$ cat config.mk
export PLATFORM = sky130hd
export DESIGN_NAME = pc_sequencer
export DESIGN_NICKNAME = d
export VERILOG_FILES = /design/src/rtl/pipeline_pkg.sv /design/src/rtl/pc_target_check.sv /design/src/rtl/pc_sequencer.sv
export SDC_FILE = /design/constraint.sdc
export NUM_CORES = 1
export LEC_CHECK = 0
export BUFFER_PORTS_ARGS = -buffer_cell sky130_fd_sc_hd__buf_2
export CORE_MARGIN = 5
export CORE_UTILIZATION = 47
export DETAILED_ROUTE_END_ITERATION = 8
export PLACE_DENSITY = 0.8
export SLEW_MARGIN = 20
export SYNTH_ARGS = -nofsm -noshare
export SYNTH_HDL_FRONTEND = slang
export SYNTH_SLANG_ARGS = --single-unit
$ cat constraint.sdc
create_clock -name clk -period 3.06 [get_ports clk]
set_input_delay 0.459 -clock clk [delete_from_list [all_inputs] [get_ports clk]]
set_output_delay 0.459 -clock clk [all_outputs]
set_load 0.05 [all_outputs]
$ cat src/rtl/pipeline_pkg.sv
// Shared pipeline definitions for the IF-stage next-PC sequencer: default widths and FSM encoding.
package pipeline_pkg;

    localparam int unsigned PC_ADDR_W      = 8;
    localparam int unsigned PC_INSTR_BYTES = 4;

    typedef enum logic [2:0] {
        ST_BOOT   = 3'd0,
        ST_RUN    = 3'd1,
        ST_SHADOW = 3'd2,
        ST_STALL  = 3'd3,
        ST_HALT   = 3'd4
    } pc_state_e;

endpackage

$ cat src/rtl/pc_target_check.sv
// Combinational legality check and sanitisation of a redirect target.
// PC_SEQ_ALIGN_CHECK_EN: misaligned targets are illegal instead of being silently aligned.
module pc_target_check #(
    parameter int unsigned ADDR_W   = 8,
    parameter int unsigned MAX_ADDR = 124
) (
    input  logic [ADDR_W-1:0] target,
    output logic              legal_c,
    output logic [ADDR_W-1:0] target_san_c
);

    // The PC is signed: a set MSB is a negative, never-fetchable address.
`ifdef PC_SEQ_ALIGN_CHECK_EN
    assign target_san_c = target;
    assign legal_c      = !target[ADDR_W-1]
                       && (target <= ADDR_W'(MAX_ADDR))
                       && (target[1:0] == 2'b00);
`else
    assign target_san_c = target & ~ADDR_W'(3);
    assign legal_c      = !target_san_c[ADDR_W-1]
                       && (target_san_c <= ADDR_W'(MAX_ADDR));
`endif

endmodule

$ cat src/rtl/pc_sequencer.sv
// Next-PC controller for the IF stage: sequential fetch, branch/jump redirect, stall, halt and fault trap.
// Alignment trapping of redirect targets is enabled by defining PC_SEQ_ALIGN_CHECK_EN.
module pc_sequencer
    import pipeline_pkg::*;
#(
    parameter int unsigned ADDR_W        = PC_ADDR_W,
    parameter int unsigned INSTR_BYTES   = PC_INSTR_BYTES,
    parameter int unsigned RESET_VECTOR  = 0,
    parameter int unsigned MAX_ADDR      = 124,
    parameter int unsigned SHADOW_CYCLES = 1,
    parameter int unsigned STALL_MAX     = 15
) (
    input  logic              clk,
    input  logic              rst_n,
    input  logic [ADDR_W-1:0] curr_addr,
    input  logic              stall_req,
    input  logic              branch_taken,
    input  logic [ADDR_W-1:0] branch_target,
    input  logic              jump_req,
    input  logic [ADDR_W-1:0] jump_target,
    input  logic              halt_req,
    input  logic              resume,
    output logic [ADDR_W-1:0] next_addr,
    output logic              pc_write,
    output logic              flush_if_id,
    output logic              flush_id_ex,
    output logic              halted,
    output logic              fault
);

    localparam int unsigned SUM_W    = ADDR_W + 1;
    localparam int unsigned STALL_W  = $clog2(STALL_MAX + 1);
    localparam int unsigned STALL_CW = STALL_W + 1;
    localparam int unsigned SHADOW_W = (SHADOW_CYCLES > 1) ? $clog2(SHADOW_CYCLES + 1) : 1;

    pc_state_e           state_q, state_d;
    logic                fault_q, fault_d;
    logic [STALL_W-1:0]  stall_cnt_q, stall_cnt_d;
    logic [SHADOW_W-1:0] shadow_cnt_q, shadow_cnt_d;

    logic                br_legal, jmp_legal;
    logic [ADDR_W-1:0]   br_target_san, jmp_target_san;
    logic [SUM_W-1:0]    seq_sum;
    logic                seq_ok;
    logic [STALL_CW-1:0] stall_inc;
    logic                take_seq;

    pc_target_check #(.ADDR_W(ADDR_W), .MAX_ADDR(MAX_ADDR)) u_br_check (
        .target       (branch_target),
        .legal_c      (br_legal),
        .target_san_c (br_target_san)
    );

    pc_target_check #(.ADDR_W(ADDR_W), .MAX_ADDR(MAX_ADDR)) u_jmp_check (
        .target       (jump_target),
        .legal_c      (jmp_legal),
        .target_san_c (jmp_target_san)
    );

    // One extra bit so a fetch past the top of memory is seen rather than wrapped.
    assign seq_sum   = {1'b0, curr_addr} + SUM_W'(INSTR_BYTES);
    assign seq_ok    = (seq_sum <= SUM_W'(MAX_ADDR));
    assign stall_inc = {1'b0, stall_cnt_q} + STALL_CW'(1);

    assign halted = (state_q == ST_HALT);
    assign fault  = fault_q;

    always_ff @(posedge clk or negedge rst_n) begin
        if (!rst_n) begin
            state_q      <= ST_BOOT;
            fault_q      <= 1'b0;
            stall_cnt_q  <= '0;
            shadow_cnt_q <= '0;
        end else begin
            state_q      <= state_d;
            fault_q      <= fault_d;
            stall_cnt_q  <= stall_cnt_d;
            shadow_cnt_q <= shadow_cnt_d;
        end
    end

    always_comb begin
        state_d      = state_q;
        fault_d      = fault_q;
        stall_cnt_d  = stall_cnt_q;
        shadow_cnt_d = shadow_cnt_q;
        next_addr    = curr_addr;
        pc_write     = 1'b0;
        flush_if_id  = 1'b0;
        flush_id_ex  = 1'b0;
        take_seq     = 1'b0;

        unique case (state_q)
            ST_BOOT: begin
                next_addr   = ADDR_W'(RESET_VECTOR);
                pc_write    = 1'b1;
                flush_if_id = 1'b1;
                flush_id_ex = 1'b1;
                state_d     = ST_RUN;
            end
            ST_RUN, ST_STALL: begin
                if (branch_taken) begin
                    stall_cnt_d = '0;
                    if (br_legal) begin
                        next_addr    = br_target_san;
                        pc_write     = 1'b1;
                        flush_if_id  = 1'b1;
                        flush_id_ex  = 1'b1;
                        shadow_cnt_d = SHADOW_W'(SHADOW_CYCLES);
                        state_d      = ST_SHADOW;
                    end else begin
                        fault_d = 1'b1;
                        state_d = ST_HALT;
                    end
                end else if (jump_req) begin
                    stall_cnt_d = '0;
                    if (jmp_legal) begin
                        next_addr   = jmp_target_san;
                        pc_write    = 1'b1;
                        flush_if_id = 1'b1;
                        state_d     = ST_RUN;
                    end else begin
                        fault_d = 1'b1;
                        state_d = ST_HALT;
                    end
                end else if (halt_req) begin
                    stall_cnt_d = '0;
                    flush_if_id = 1'b1;
                    state_d     = ST_HALT;
                end else if (stall_req) begin
                    // A hazard that never clears is treated as a hung pipeline.
                    if (stall_inc >= STALL_CW'(STALL_MAX)) begin
                        stall_cnt_d = '0;
                        fault_d     = 1'b1;
                        state_d     = ST_HALT;
                    end else begin
                        stall_cnt_d = stall_inc[STALL_W-1:0];
                        state_d     = ST_STALL;
                    end
                end else begin
                    take_seq = 1'b1;
                    state_d  = ST_RUN;
                end
            end
            ST_SHADOW: begin
                take_seq = 1'b1;
                if (shadow_cnt_q <= SHADOW_W'(1)) begin
                    state_d = ST_RUN;
                end else begin
                    shadow_cnt_d = shadow_cnt_q - SHADOW_W'(1);
                end
            end
            ST_HALT: begin
                if (resume && !fault_q) begin
                    take_seq = 1'b1;
                    state_d  = ST_RUN;
                end
            end
            default: begin
                state_d = ST_BOOT;
            end
        endcase

        // Shared sequential fetch; running off the end of memory overrides the chosen state.
        if (take_seq) begin
            stall_cnt_d = '0;
            if (seq_ok) begin
                next_addr = seq_sum[ADDR_W-1:0];
                pc_write  = 1'b1;
            end else begin
                fault_d = 1'b1;
                state_d = ST_HALT;
            end
        end
    end

endmodule

# Yosys cells after proc, flatten, opt, wreduce, memory -nomap -nowiden
# Index checks and enable logic that the tools add are counted.
# classes
reduce_logical	13
n_eq_ne	7
n_lt_le_gt_ge	5
mux	59
add_sub_neg	3
# op_table
operator	n
two-way mux 8 bit	6
two-way mux 3 bit	11
two-way mux 1 bit	28
two-way mux 4 bit	7
less-or-equal comparator 8 x 7 -> 1 bit (second input constant)	2
one-hot mux 8 bit (2 select lines)	1
one-hot mux 3 bit (4 select lines)	1
adder 8 x 3 -> 9 bit (second input constant)	1
less-or-equal comparator 9 x 7 -> 1 bit (second input constant)	1
one-hot mux 1 bit (2 select lines)	4
== test 3 x 2 -> 1 bit (second input constant)	2
!= test 2 bit (second input constant)	3
adder 4 x 1 -> 5 bit (second input constant)	1
greater-or-equal comparator 5 x 4 -> 1 bit (second input constant)	1
nonzero test 5 bit	1
AND reduction 4 bit	1
nonzero test 2 bit	2
== test 3 x 1 -> 1 bit (second input constant)	1
== test 3 bit (second input constant)	1
logical AND 1 bit	3
logical NOT 1 bit	3
logical NOT 3 bit	1
one-hot mux 1 bit (3 select lines)	1
AND reduction 2 bit	1
3 further kinds	3
# word_totals
elab_cells	91
register_bits	9
output_inout_bits	13

# Logic depth before layout (Yosys ltp)
# Gate-level depths: netlist of run 1.
# logic_depth
depth_word	10
depth_mapped	7
ltp_nobuf	7

# Hierarchy
# A second synthesis of run 1 with hierarchy kept.
# hier_totals
hier_cells	176
hier_area_um2	1257.5
# by_module_without_submodules
mod	seq_area_each_um2	cells_per_inst	area_per_inst_um2	n_inst
pc_sequencer	200.2	156	1122.3	1
pc_target_check	0.0	10	67.6	2

# Worst setup path after synthesis of run 1
# No wires, ideal clock.
# synth_timing
path_kind	input to output
from	input curr_addr[2]
to	output next_addr[2]
stages	6
n_path_buf	1
path_slack_ns	-0.158
t_required_ns	2.601
arrival_time_ns	2.759
cell_sequence	ha_1 > or4b_1 > a222oi_1 > buf_4 > a211oi_1 > a21oi_1
# synth_between
elab_chain_cells	6
word_cells_on_any_way	9
classes_between	add/sub (1); order compare (1); mux (7)
# synth_lines
item	line_no	text
start: declaration	pc_sequencer.sv:15	input logic [ADDR_W-1:0] curr_addr,
parallel branches: the longest is 5 deep, another holds adder 8 x 3 -> 9 bit	-	
two-way mux 8 bit *	pc_sequencer.sv:165	if (take_seq) begin
end: declaration	pc_sequencer.sv:23	output logic [ADDR_W-1:0] next_addr,
# Mark *: on every way between the ends.

# Worst setup path in the final report of run 1
# layout_timing
from	input curr_addr[2]
to	output next_addr[4]
# layout_between
elab_chain_cells	4
# layout_lines
item	line_no	text
adder 8 x 3 -> 9 bit *	pc_sequencer.sv:61	assign seq_sum = {1'b0, curr_addr} + SUM_W'(INSTR_BYTES);
less-or-equal comparator 9 x 7 -> 1 bit	pc_sequencer.sv:62	assign seq_ok = (seq_sum <= SUM_W'(MAX_ADDR));
two-way mux 8 bit *	pc_sequencer.sv:167	if (seq_ok) begin
two-way mux 8 bit *	pc_sequencer.sv:165	
# Mark *: on every way between the ends. The rest lies on a longest branch, timed or not.

==> flow_summary.html, run 1 <==
<table>
<tr><th>Metric</th><th>Value</th></tr>
<tr><th colspan="2">Final layout</th></tr>
<tr><td>P&amp;R area growth vs syn</td><td>30.3%</td></tr>
<tr><td>Antenna diode count</td><td>0</td></tr>
<tr><td>Post-Route Utilization</td><td>0.655</td></tr>
<tr><td>Layout cells sized above 1</td><td>0.311</td></tr>
<tr><td>Layout net count</td><td>220</td></tr>
<tr><td>Count of filler cells inserted in the layout</td><td>191</td></tr>
<tr><th colspan="2">Synthesis</th></tr>
<tr><td>Most used standard cell by instance count after synthesis</td><td>sky130_fd_sc_hd__nor2_1</td></tr>
<tr><td>Mean cell area of the mapped netlist</td><td>roughly 7.3 um^2</td></tr>
<tr><td>Seq/Total Area, Yosys</td><td>0.199</td></tr>
<tr><td>Most frequently used flop master after synthesis</td><td>sky130_fd_sc_hd__dfrtp_1</td></tr>
<tr><td>Synthesis warning total</td><td>0</td></tr>
<tr><td>Number of nets in the synthesized netlist</td><td>roughly 170</td></tr>
<tr><td>Total of flip-flops plus latches after synthesis</td><td>8</td></tr>
<tr><td>Mapped cell area</td><td>1010 um^2</td></tr>
<tr><td>Cell taking the most area after synthesis</td><td>sky130_fd_sc_hd__dfrtp_1</td></tr>
<tr><td>Share of flip-flops with an asynchronous set or reset</td><td>1.00</td></tr>
<tr><td>Number of instances in the synthesized netlist</td><td>138</td></tr>
<tr><td>Main area contributors after synthesis</td><td>sky130_fd_sc_hd__dfrtp_1, sky130_fd_sc_hd__o21ai_0, sky130_fd_sc_hd__a21oi_1</td></tr>
<tr><td>Commonest cells in the netlist</td><td>sky130_fd_sc_hd__nor2_1, sky130_fd_sc_hd__o21ai_0, sky130_fd_sc_hd__a21oi_1, sky130_fd_sc_hd__nand2_1, sky130_fd_sc_hd__inv_1</td></tr>
<tr><td>Number of enable-type register cells in the synthesized netlist</td><td>0</td></tr>
<tr><td>Share of Yosys cell area claimed by the top area cell type</td><td>0.199</td></tr>
<tr><td>Distinct cells, synth</td><td>between 40 and 50</td></tr>
<tr><th colspan="2">Clock tree</th></tr>
<tr><td>Root buf cell</td><td>sky130_fd_sc_hd__clkbuf_4</td></tr>
<tr><td>Number of buffers on the longest clock path</td><td>2</td></tr>
<tr><td>H-tree depth reported by CTS</td><td>1</td></tr>
<tr><td>Clock network latency to the later pin of the worst-skew pair</td><td>260 ps</td></tr>
<tr><td>Hold buffers post-CTS</td><td>0</td></tr>
<tr><td>Count of clock tree sinks</td><td>8</td></tr>
<tr><td>Clock buffer count from CTS</td><td>3</td></tr>
<tr><td>CTS tree</td><td>done</td></tr>
<tr><td>CTS clock-pin slew for the worst setup and hold paths</td><td>about 60 ps</td></tr>
<tr><th colspan="2">STA</th></tr>
<tr><td>Maximum clock skew at final layout</td><td>~8.6 ps</td></tr>
<tr><td>Slew margin rel.</td><td>0.538</td></tr>
<tr><td>Final setup margin</td><td>about 120 ps</td></tr>
<tr><td>Hold violation total from the final report</td><td>0</td></tr>
<tr><td>Unrepaired setup endpoints after global routing</td><td>false</td></tr>
<tr><td>Crit share post-route</td><td>0.959</td></tr>
<tr><td>Maximum clock frequency</td><td>341 MHz</td></tr>
<tr><td>Time the worst path needs with I/O delays and setup</td><td>2940 ps</td></tr>
<tr><td>Final setup violation count</td><td>0</td></tr>
<tr><td>Final Slew Violations</td><td>0</td></tr>
<tr><td>Tightest Pin Transition</td><td>slightly below 700 ps</td></tr>
<tr><th colspan="2">Worst setup path</th></tr>
<tr><td>Worst endpoint required time</td><td>~2600 ps</td></tr>
<tr><td>Kind of start point of the critical path</td><td>input pin</td></tr>
<tr><td>Type of element capturing the critical path</td><td>output port</td></tr>
<tr><td>Worst Setup Path Type</td><td>input pin to output port</td></tr>
<tr><td>Worst-path fanout max</td><td>7</td></tr>
<tr><td>Worst path arrival time</td><td>2480 ps</td></tr>
<tr><td>Critical path, cell by cell</td><td>buf_2 -&gt; ha_2 -&gt; or4b_4 -&gt; a222oi_1 -&gt; buf_4 -&gt; mux2i_1 -&gt; a221o_1 -&gt; buf_6</td></tr>
<tr><td>Peak per-stage delay on the critical path</td><td>about 530 ps</td></tr>
<tr><td>Slowest-stage cell, CP</td><td>sky130_fd_sc_hd__or4b_4</td></tr>
<tr><th colspan="2">Die</th></tr>
<tr><td>Placement row count</td><td>16</td></tr>
<tr><td>Die Height</td><td>~56 um</td></tr>
<tr><td>Overall die area</td><td>approximately 3200 um^2</td></tr>
<tr><td>DIE WIDTH</td><td>~56 um</td></tr>
<tr><td>Number of I/O pins</td><td>between 40 and 50</td></tr>
<tr><td>Effective utilization at floorplan</td><td>0.503</td></tr>
<tr><td>Area of the core region</td><td>2000 um^2</td></tr>
<tr><th colspan="2">Drt</th></tr>
<tr><td>DRC violation count after routing</td><td>0</td></tr>
<tr><td>Detailed-route via count</td><td>around 1300</td></tr>
<tr><td>Routed vias/inst</td><td>between 5 and 6</td></tr>
<tr><td>DRC marker count from the first detailed-route iteration</td><td>29</td></tr>
<tr><td>Average wire length per cell after detail routing</td><td>between 10 and 15 um</td></tr>
<tr><td>Detailed Routing Iterations Pass 1</td><td>5</td></tr>
<tr><td>Final wirelength</td><td>approximately 3000 um</td></tr>
<tr><td>Routed Antenna Nets</td><td>0</td></tr>
<tr><th colspan="2">Pwr</th></tr>
<tr><td>Leakage power summed over all cells</td><td>0.598 nW</td></tr>
<tr><td>Maximum VDD drop</td><td>approximately 0.00058 V</td></tr>
<tr><td>Overall Power</td><td>between 0.9 and 1 mW</td></tr>
<tr><td>Pwr/cell area</td><td>about 740 nW/um^2</td></tr>
<tr><th colspan="2">Placed design</th></tr>
<tr><td>Worst setup slack before clock tree synthesis</td><td>52.5 ps</td></tr>
<tr><td>Half-perimeter wire length after placement</td><td>2410 um</td></tr>
<tr><td>Final weighted congestion of routability-driven global placement</td><td>0.839</td></tr>
<tr><td>Number of buffer cells added on primary ports</td><td>39</td></tr>
<tr><th colspan="2">Global route</th></tr>
<tr><td>Residual overflow from global routing</td><td>0</td></tr>
<tr><td>First-pass GRT wire length</td><td>around 5000 um</td></tr>
<tr><td>Via count of the first global-routing pass</td><td>about 1200</td></tr>
<tr><td>Number of antenna violations at the first check in global routing</td><td>0</td></tr>
<tr><td>Maximum number of pins on one net before global-route repair</td><td>13</td></tr>
<tr><td>Global-route usage over all layers</td><td>0.189</td></tr>
<tr><th colspan="2">Outcome</th></tr>
<tr><td>Status</td><td>finished clean</td></tr>
<tr><th colspan="2">Job</th></tr>
<tr><td>Reported max-cap violation count</td><td>0</td></tr>
<tr><th colspan="2">Worst hold path</th></tr>
<tr><td>Class of the worst hold path</td><td>input pin to asynchronous set/reset pin</td></tr>
</table>
==> cells in the final DEF (no fill, tap or decap), types with 4 or more instances in the layout <==
cell type                  instances
sky130_fd_sc_hd__nor2_1           13
sky130_fd_sc_hd__nor2b_1           8
sky130_fd_sc_hd__buf_2            37
sky130_fd_sc_hd__nor3_1            4
sky130_fd_sc_hd__inv_1            10
sky130_fd_sc_hd__buf_4             6
sky130_fd_sc_hd__nand2_1          11
sky130_fd_sc_hd__o21ai_0          12
sky130_fd_sc_hd__dfrtp_1           7
sky130_fd_sc_hd__nand2b_1          4
sky130_fd_sc_hd__a21oi_1          11
sky130_fd_sc_hd__a211oi_1          5
==> state kept, by name, indices dropped and copies added, names as in the netlist <==
name	count
state_q	3
stall_cnt_q	4
fault	1
==> critical path, delay by kind of cell <==
kind                     cells  cell delay [ps]
adder cells (fa/ha/maj)      1              200
buffers and inverters        3              510
AND/OR/NAND/NOR              1              530
AO/OA/AOI/OAI                2              690
multiplexers                 1               80
==> cell families after synthesis <==
group,after synthesis,synth area share
AOI/OAI and AO/OA,55,0.376
xor gates and xnor gates,2,0.0174
adders and majority gates,4,0.0498
buffers and inverters,13,0.0522
DFF,8,0.199
muxes,2,0.0199
and+or+nand+nor,54,0.286
==> metal layers <==
metal  track usage  part of all wire
met5             0                 0
met4        0.0746             0.017
met3        0.0321             0.052
met2         0.312              0.49
met1         0.245              0.44
==> where the power goes <==
group / internal, mW / switching, mW / total, mW
sequential: 0.126 / 0.0393 / 0.165
combinational: 0.213 / 0.506 / 0.719
clock: 0.0450 / 0.0374 / 0.0824
==> final timing paths <==
kind                       depth (start not counted)  slack, ps      startpoint             end
max reg2reg                                        5       1010  stall_cnt_q[0]  stall_cnt_q[2]
max                                                8        120    curr_addr[2]    next_addr[4]
min reg2reg                                        2        550  stall_cnt_q[3]  stall_cnt_q[3]
min in group clk                                   2        440        halt_req           fault
max in group asynchronous                          1       2850           rst_n      state_q[2]
min                                                1         30           rst_n  stall_cnt_q[3]
==> stage by stage <==
step | area, um^2 | hold slack (ps) | cells | setup TNS (ps)
6_report | 1310 | 30.8 | 210 | 0
4_1_cts | 1280 | 36.3 | 209 | 0
2_1_floorplan | 1010 | 163 | 138 | -481
5_1_grt | 1310 | 30.7 | 210 | 0
3_5_place_dp | 1260 | 311 | 206 | 0
3_3_place_gp | 1260 | 298 | 206 | 0
==> cell type report <==
type | count | area, um^2 | share of cell area
Sequential cell | 8 | 201 | 0.154
Multi-Input combinational cell | 117 | 763 | 0.582
Inverter | 10 | 37.5 | 0.0286
Timing Repair Buffer | 45 | 253 | 0.193
Tap cell | 27 | 33.8 | 0.0258
Clock buffer | 3 | 22.5 | 0.0172
==> repair_timing <==
item	4_1_cts	5_1_grt
buffers inserted	0	1
endpoints found under the setup margin	0	2
resized for setup	0	10
(Power assumes the default switching activity.)
==> inputs of run 2 (changes only) <==
ABC_AREA = 1   (was not set)
PLACE_DENSITY = 0.81   (was 0.8)
==> flow_summary.html, run 2 <==
<table>
<tr><th>Metric</th><th>Value</th></tr>
<tr><th colspan="2">Synthesis</th></tr>
<tr><td>Number of enable-type register cells in the synthesized netlist</td><td>0</td></tr>
<tr><td>Seq/Total Area, Yosys</td><td>0.202</td></tr>
<tr><td>Share of flip-flops with an asynchronous set or reset</td><td>1.00</td></tr>
<tr><td>Number of instances in the synthesized netlist</td><td>170</td></tr>
<tr><td>Distinct cells, synth</td><td>28</td></tr>
<tr><td>Commonest cells in the netlist</td><td>sky130_fd_sc_hd__nand2_1, sky130_fd_sc_hd__inv_1, sky130_fd_sc_hd__nor2_1</td></tr>
<tr><td>Most frequently used flop master after synthesis</td><td>sky130_fd_sc_hd__dfrtp_1</td></tr>
<tr><td>Main area contributors after synthesis</td><td>sky130_fd_sc_hd__dfrtp_1, sky130_fd_sc_hd__nand2_1, sky130_fd_sc_hd__inv_1</td></tr>
<tr><td>Total of flip-flops plus latches after synthesis</td><td>8</td></tr>
<tr><td>Mean cell area of the mapped netlist</td><td>just under 6 um^2</td></tr>
<tr><td>Share of Yosys cell area claimed by the top area cell type</td><td>0.202</td></tr>
<tr><td>Mapped cell area</td><td>between 900 and 1000 um^2</td></tr>
<tr><td>Synthesis warning total</td><td>0</td></tr>
<tr><td>Number of nets in the synthesized netlist</td><td>~200</td></tr>
<tr><td>Most used standard cell by instance count after synthesis</td><td>sky130_fd_sc_hd__nand2_1</td></tr>
<tr><td>Cell taking the most area after synthesis</td><td>sky130_fd_sc_hd__dfrtp_1</td></tr>
<tr><th colspan="2">Placed design</th></tr>
<tr><td>Half-perimeter wire length after placement</td><td>approximately 2200 um</td></tr>
<tr><td>Final weighted congestion of routability-driven global placement</td><td>approximately 0.8</td></tr>
<tr><td>Worst setup slack before clock tree synthesis</td><td>roughly 650 ps</td></tr>
<tr><td>Number of buffer cells added on primary ports</td><td>39</td></tr>
<tr><td>Cell area reported after detailed placement</td><td>between 1000 and 1500 um^2</td></tr>
<tr><th colspan="2">STA</th></tr>
<tr><td>Crit share post-route</td><td>0.789</td></tr>
<tr><td>Hold violation total from the final report</td><td>0</td></tr>
<tr><td>Unrepaired setup endpoints after global routing</td><td>false</td></tr>
<tr><td>Final Slew Violations</td><td>0</td></tr>
<tr><td>Maximum clock frequency</td><td>approximately 410 MHz</td></tr>
<tr><td>Tightest Pin Transition</td><td>about 260 ps</td></tr>
<tr><td>Sum of negative setup slack</td><td>0 ps</td></tr>
<tr><td>Final setup margin</td><td>~650 ps</td></tr>
<tr><td>Final setup violation count</td><td>0</td></tr>
<tr><td>Time the worst path needs with I/O delays and setup</td><td>about 2400 ps</td></tr>
<tr><td>Maximum clock skew at final layout</td><td>0.216 ps</td></tr>
<tr><td>Slew margin rel.</td><td>0.824</td></tr>
<tr><th colspan="2">Clock tree</th></tr>
<tr><td>Count of clock tree sinks</td><td>8</td></tr>
<tr><td>Clock network latency to the later pin of the worst-skew pair</td><td>about 250 ps</td></tr>
<tr><td>CTS clock-pin slew for the worst setup and hold paths</td><td>around 50 ps</td></tr>
<tr><td>H-tree depth reported by CTS</td><td>1</td></tr>
<tr><td>Clock buffer count from CTS</td><td>3</td></tr>
<tr><td>Number of gates given a new drive strength after cts</td><td>0</td></tr>
<tr><td>Number of buffers on the longest clock path</td><td>2</td></tr>
<tr><td>Root buf cell</td><td>sky130_fd_sc_hd__clkbuf_4</td></tr>
<tr><td>Post-CTS setup buffer count</td><td>0</td></tr>
<tr><td>Hold buffers post-CTS</td><td>0</td></tr>
<tr><td>CTS tree</td><td>done</td></tr>
<tr><th colspan="2">Worst setup path</th></tr>
<tr><td>Worst path arrival time</td><td>1960 ps</td></tr>
<tr><td>Worst Setup Path Type</td><td>input pin to output port</td></tr>
<tr><td>Type of element capturing the critical path</td><td>output port</td></tr>
<tr><td>Worst-path fanout max</td><td>9</td></tr>
<tr><td>Worst reg2reg endpoint</td><td>state_q[0]</td></tr>
<tr><td>Worst R2R Start</td><td>stall_cnt_q[0]</td></tr>
<tr><td>Kind of start point of the critical path</td><td>input pin</td></tr>
<tr><td>Worst Reg-to-Reg Cells</td><td>12</td></tr>
<tr><td>FF-to-FF setup slack</td><td>1440 ps</td></tr>
<tr><td>Worst endpoint required time</td><td>2600 ps</td></tr>
<tr><th colspan="2">Die</th></tr>
<tr><td>Number of I/O pins</td><td>between 40 and 50</td></tr>
<tr><td>Overall die area</td><td>~3100 um^2</td></tr>
<tr><td>Placement row count</td><td>16</td></tr>
<tr><td>Effective utilization at floorplan</td><td>0.500</td></tr>
<tr><td>Die Height</td><td>55.9 um</td></tr>
<tr><td>Area of the core region</td><td>1980 um^2</td></tr>
<tr><td>DIE WIDTH</td><td>roughly 56 um</td></tr>
<tr><th colspan="2">Drt</th></tr>
<tr><td>DRC violation count after routing</td><td>0</td></tr>
<tr><td>Final wirelength</td><td>around 2500 um</td></tr>
<tr><td>Detailed-route via count</td><td>about 1200</td></tr>
<tr><td>Routed Antenna Nets</td><td>0</td></tr>
<tr><td>Average wire length per cell after detail routing</td><td>around 11 um</td></tr>
<tr><td>DRC marker count from the first detailed-route iteration</td><td>26</td></tr>
<tr><td>Routed vias/inst</td><td>5.14</td></tr>
<tr><td>Detailed Routing Iterations Pass 1</td><td>4</td></tr>
<tr><th colspan="2">Final layout</th></tr>
<tr><td>Most flops, register</td><td>stall_cnt_q</td></tr>
<tr><td>Highest-count cells in the layout ignoring fill and taps</td><td>sky130_fd_sc_hd__nand2_1, sky130_fd_sc_hd__buf_2, sky130_fd_sc_hd__inv_1, sky130_fd_sc_hd__nor2_1, sky130_fd_sc_hd__o21ai_0</td></tr>
<tr><td>Count of filler cells inserted in the layout</td><td>about 200</td></tr>
<tr><td>Antenna diode count</td><td>0</td></tr>
<tr><td>P&amp;R area growth vs syn</td><td>24.2%</td></tr>
<tr><td>Most common cell after layout, fill and taps aside</td><td>sky130_fd_sc_hd__nand2_1</td></tr>
<tr><td>Flip-flop count of the largest register, all copies and words added</td><td>4</td></tr>
<tr><td>Layout net count</td><td>between 200 and 250</td></tr>
<tr><td>Design Area, Final</td><td>between 1000 and 1500 um^2</td></tr>
<tr><td>Layout cells sized above 1</td><td>0.256</td></tr>
<tr><th colspan="2">Job</th></tr>
<tr><td>Reported max-cap violation count</td><td>0</td></tr>
<tr><th colspan="2">Global route</th></tr>
<tr><td>Via count of the first global-routing pass</td><td>1150</td></tr>
<tr><td>Number of antenna violations at the first check in global routing</td><td>0</td></tr>
<tr><td>Global-route usage over all layers</td><td>0.175</td></tr>
<tr><td>Residual overflow from global routing</td><td>0</td></tr>
<tr><td>First-pass GRT wire length</td><td>4570 um</td></tr>
<tr><td>Maximum number of pins on one net before global-route repair</td><td>13</td></tr>
<tr><th colspan="2">Worst hold path</th></tr>
<tr><td>Class of the worst hold path</td><td>input pin to asynchronous set/reset pin</td></tr>
<tr><th colspan="2">Pwr</th></tr>
<tr><td>Maximum VDD drop</td><td>just over 0.0006 V</td></tr>
<tr><td>Pwr/cell area</td><td>a little under 900 nW/um^2</td></tr>
<tr><td>Leakage power summed over all cells</td><td>0.716 nW</td></tr>
<tr><th colspan="2">Outcome</th></tr>
<tr><td>Status</td><td>finished clean</td></tr>
</table>
[run 2: cell families (layout without fill, tap and decap cells)]
group | after synthesis | after routing | share of synthesized area
flip-flops | 8 | 8 | 0.202
AND/OR/NAND/NOR | 93 | 93 | 0.419
XOR/XNOR | 3 | 3 | 0.0265
AO/OA/AOI/OAI | 28 | 28 | 0.163
buffers and inverters | 34 | 75 | 0.139
adder cells (fa/ha/maj) | 4 | 4 | 0.0505
[run 2: worst max-delay path: stages]
cell and delay, ps:
sky130_fd_sc_hd__buf_2 130, sky130_fd_sc_hd__inv_1 80, sky130_fd_sc_hd__ha_1 290, sky130_fd_sc_hd__inv_1 70, sky130_fd_sc_hd__nand3_1 110, sky130_fd_sc_hd__nor2_2 110, sky130_fd_sc_hd__nand3_2 120, sky130_fd_sc_hd__nand3_4 140
sky130_fd_sc_hd__inv_4 50, sky130_fd_sc_hd__or2_1 190, sky130_fd_sc_hd__buf_2 210
[run 2: per-layer routing]
| metal | global-route usage | share of wire |
|---|---|---|
| met5 | 0 | 0 |
| met4 | 0.0712 | 0.016 |
| met3 | 0.0232 | 0.071 |
| met2 | 0.302 | 0.46 |
| met1 | 0.219 | 0.45 |
[run 2: area by class of cell]
cell class / count / area (um^2) / share of cell area
flip-flops and latches: 8 / 200 / 0.163
well taps: 27 / 33.8 / 0.0274
clock buffers: 3 / 22.5 / 0.0183
inverters: 33 / 126 / 0.103
repair buffers: 39 / 195 / 0.159
multi-input cells: 128 / 653 / 0.530
[run 2: worst max-delay path by stage]
stage / start / to / slack [ps]
5_1_grt: state_q[0] / next_addr[6] / 510
4_1_cts: curr_addr[2] / pc_write / 640
3_5_place_dp: curr_addr[2] / pc_write / 650
6_report: curr_addr[2] / pc_write / 650
3_3_place_gp: curr_addr[2] / next_addr[7] / 690
2_1_floorplan: curr_addr[2] / next_addr[7] / 270
[run 2: power by group]
part / internal, mW / switching, mW
clock network: 0.0446 / 0.0321
registers: 0.130 / 0.0280
logic: 0.208 / 0.635
[run 2: metrics by stage]
stage                     cells   util  power [mW]  hold WS (ps)
final                       238  0.621        1.08          39.7
after global routing        238  0.621        1.16          46.9
after CTS                   238  0.621        1.08          36.5
after detailed placement    235  0.610        1.00           303
after global placement      235  0.610       0.987           300
after floorplan             170      -       0.832           163
==> inputs of run 3 (changes only) <==
clock period = 2.5 ns   (was 3.06 ns; I/O delays follow)
==> flow_summary.html, run 3 (synthesized netlist as in run 2, its figures left out) <==
<table>
<tr><th>Metric</th><th>Value</th></tr>
<tr><th colspan="2">Final layout</th></tr>
<tr><td>Most flops, register</td><td>stall_cnt_q</td></tr>
<tr><td>Highest-count cells in the layout ignoring fill and taps</td><td>sky130_fd_sc_hd__nand2_1, sky130_fd_sc_hd__buf_2, sky130_fd_sc_hd__inv_1, sky130_fd_sc_hd__nor2_1</td></tr>
<tr><td>Most common cell after layout, fill and taps aside</td><td>sky130_fd_sc_hd__nand2_1</td></tr>
<tr><td>P&amp;R area growth vs syn</td><td>26.0%</td></tr>
<tr><td>Design Area, Final</td><td>1250 um^2</td></tr>
<tr><td>Layout net count</td><td>~250</td></tr>
<tr><td>Antenna diode count</td><td>0</td></tr>
<tr><td>Flip-flop count of the largest register, all copies and words added</td><td>4</td></tr>
<tr><td>Layout cells sized above 1</td><td>0.259</td></tr>
<tr><th colspan="2">Clock tree</th></tr>
<tr><td>Number of buffers on the longest clock path</td><td>2</td></tr>
<tr><td>Clock buffer count from CTS</td><td>3</td></tr>
<tr><td>H-tree depth reported by CTS</td><td>1</td></tr>
<tr><td>Clock network latency to the later pin of the worst-skew pair</td><td>between 200 and 300 ps</td></tr>
<tr><td>Root buf cell</td><td>sky130_fd_sc_hd__clkbuf_4</td></tr>
<tr><td>CTS clock-pin slew for the worst setup and hold paths</td><td>around 50 ps</td></tr>
<tr><td>Count of clock tree sinks</td><td>8</td></tr>
<tr><td>CTS tree</td><td>done</td></tr>
<tr><td>Post-CTS setup buffer count</td><td>0</td></tr>
<tr><th colspan="2">Placed design</th></tr>
<tr><td>Final weighted congestion of routability-driven global placement</td><td>0.814</td></tr>
<tr><td>Worst setup slack before clock tree synthesis</td><td>260 ps</td></tr>
<tr><td>Half-perimeter wire length after placement</td><td>~2100 um</td></tr>
<tr><td>Cell area reported after detailed placement</td><td>roughly 1200 um^2</td></tr>
<tr><td>Number of buffer cells added on primary ports</td><td>39</td></tr>
<tr><th colspan="2">Worst setup path</th></tr>
<tr><td>Worst path arrival time</td><td>1940 ps</td></tr>
<tr><td>Kind of start point of the critical path</td><td>flop</td></tr>
<tr><td>Worst Setup Path Type</td><td>flop to output port</td></tr>
<tr><td>Worst endpoint required time</td><td>approximately 2100 ps</td></tr>
<tr><td>Worst-path fanout max</td><td>9</td></tr>
<tr><td>Most common cell on crit path</td><td>sky130_fd_sc_hd__nand2_1</td></tr>
<tr><td>Peak per-stage delay on the critical path</td><td>a little under 400 ps</td></tr>
<tr><td>Critical path, cell by cell</td><td>nor2_1 -&gt; nand2_1 -&gt; o21ai_2 -&gt; nor2_2 -&gt; inv_2 -&gt; nand3_4 -&gt; nand2_1 -&gt; o21ai_0 -&gt; inv_1 -&gt; buf_2</td></tr>
<tr><td>Slowest-stage cell, CP</td><td>sky130_fd_sc_hd__dfrtp_1</td></tr>
<tr><td>Type of element capturing the critical path</td><td>output port</td></tr>
<tr><th colspan="2">Drt</th></tr>
<tr><td>DRC marker count from the first detailed-route iteration</td><td>18</td></tr>
<tr><td>Detailed Routing Iterations Pass 1</td><td>4</td></tr>
<tr><td>Routed vias/inst</td><td>4.92</td></tr>
<tr><td>DRC violation count after routing</td><td>0</td></tr>
<tr><td>Routed Antenna Nets</td><td>0</td></tr>
<tr><td>Final wirelength</td><td>roughly 2500 um</td></tr>
<tr><td>Average wire length per cell after detail routing</td><td>10.4 um</td></tr>
<tr><td>Detailed-route via count</td><td>1176</td></tr>
<tr><th colspan="2">Global route</th></tr>
<tr><td>Global-route usage over all layers</td><td>0.166</td></tr>
<tr><td>Residual overflow from global routing</td><td>0</td></tr>
<tr><td>Via count of the first global-routing pass</td><td>roughly 1100</td></tr>
<tr><td>Number of antenna violations at the first check in global routing</td><td>0</td></tr>
<tr><td>First-pass GRT wire length</td><td>4370 um</td></tr>
<tr><td>Maximum number of pins on one net before global-route repair</td><td>13</td></tr>
<tr><th colspan="2">Die</th></tr>
<tr><td>Placement row count</td><td>16</td></tr>
<tr><td>DIE WIDTH</td><td>roughly 56 um</td></tr>
<tr><td>Die Height</td><td>about 56 um</td></tr>
<tr><td>Overall die area</td><td>between 3000 and 4000 um^2</td></tr>
<tr><td>Area of the core region</td><td>between 1500 and 2000 um^2</td></tr>
<tr><td>Number of I/O pins</td><td>44</td></tr>
<tr><td>Effective utilization at floorplan</td><td>0.500</td></tr>
<tr><th colspan="2">STA</th></tr>
<tr><td>Final setup margin</td><td>between 150 and 200 ps</td></tr>
<tr><td>Final setup violation count</td><td>0</td></tr>
<tr><td>Time the worst path needs with I/O delays and setup</td><td>about 2300 ps</td></tr>
<tr><td>Hold violation total from the final report</td><td>0</td></tr>
<tr><td>Final Slew Violations</td><td>0</td></tr>
<tr><td>Slew margin rel.</td><td>0.824</td></tr>
<tr><td>Crit share post-route</td><td>0.924</td></tr>
<tr><td>Maximum clock skew at final layout</td><td>approximately 0.16 ps</td></tr>
<tr><td>Unrepaired setup endpoints after global routing</td><td>false</td></tr>
<tr><td>Final-layout worst hold slack</td><td>between 400 and 500 ps</td></tr>
<tr><td>Maximum clock frequency</td><td>433 MHz</td></tr>
<tr><td>Tightest Pin Transition</td><td>between 200 and 300 ps</td></tr>
<tr><td>Sum of negative setup slack</td><td>0 ps</td></tr>
<tr><th colspan="2">Worst hold path</th></tr>
<tr><td>Class of the worst hold path</td><td>input pin to flop</td></tr>
<tr><th colspan="2">Pwr</th></tr>
<tr><td>Overall Power</td><td>about 1.3 mW</td></tr>
<tr><td>Switching share of total power</td><td>0.643</td></tr>
<tr><td>Pwr/cell area</td><td>approximately 1100 nW/um^2</td></tr>
<tr><td>Total net switching power</td><td>approximately 0.86 mW</td></tr>
<tr><td>Clock group share of total power</td><td>0.071</td></tr>
<tr><td>Maximum VDD drop</td><td>0.000744 V</td></tr>
<tr><td>Gate power share</td><td>0.784</td></tr>
<tr><td>Proportion of power drawn by flip-flops and latches</td><td>0.145</td></tr>
<tr><td>Leakage power summed over all cells</td><td>0.721 nW</td></tr>
<tr><td>Design internal power</td><td>roughly 0.48 mW</td></tr>
<tr><th colspan="2">Outcome</th></tr>
<tr><td>Status</td><td>finished clean</td></tr>
<tr><th colspan="2">Job</th></tr>
<tr><td>Reported max-cap violation count</td><td>0</td></tr>
</table>
run 3: changes by cell type in the layout (fill, tap and decap cells not counted), sizes merged:
| cell | change |
|---|---|
| clkbuf | +1 |
| buf | -1 |
| dlygate4sd3 | +1 |
run 3: cell type report:
class / instances / area [um^2]
repair buffers: 40 / 208
fillers: 187 / 733
well taps: 27 / 33.8
clock buffers: 3 / 22.5
multi-input cells: 128 / 658
inverters: 33 / 126
flip-flops and latches: 8 / 200
run 3: timing repair:
item                       CTS  global route
hold endpoints to repair     8             0
setup endpoints to repair    0             1
resized for setup            0             1
hold buffers                 1             0
run 3: path summary, 6_finish.rpt:
kind	start	to	slack (ps)	cells past startpoint
worst max-delay path	state_q[0]	next_addr[2]	190	10
worst min-delay path	resume	state_q[2]	450	4
worst max register to register	stall_cnt_q[0]	state_q[0]	880	12
worst min register to register	fault	fault	500	2
max in group asynchronous	rst_n	state_q[2]	1850	2
min in group asynchronous	rst_n	stall_cnt_q[2]	490	2
run 3: per-stage QoR:
| stage | util | std cells |
|---|---|---|
| after floorplan | - | 170 |
| after global placement | 0.612 | 235 |
| after detailed placement | 0.612 | 235 |
| after CTS | 0.629 | 239 |
| after global routing | 0.630 | 239 |
| final | 0.630 | 239 |
run 3: routing by layer:
metal / GRT usage / share of wire
met3: 0.0162 / 0.048
met4: 0.0712 / 0.017
met1: 0.218 / 0.49
met5: 0 / 0
met2: 0.277 / 0.45
run 3: power by group through the flow:
| stage | registers, mW | logic, mW | clock network (mW) |
|---|---|---|---|
| final | 0.193 | 1.04 | 0.0949 |
| after global routing | 0.196 | 1.14 | 0.100 |
| after CTS | 0.192 | 1.04 | 0.0981 |
| after detailed placement | 0.194 | 1.04 | 0 |
| after global placement | 0.193 | 1.02 | 0 |
| after floorplan | 0.187 | 0.837 | 0 |
run 3: worst max-delay path, delay by kind of cell (launching register included):
family          cells  cell delay (ps)
buf+inv             3              400
simple gates        5              610
compound gates      2              280
flops               1              390
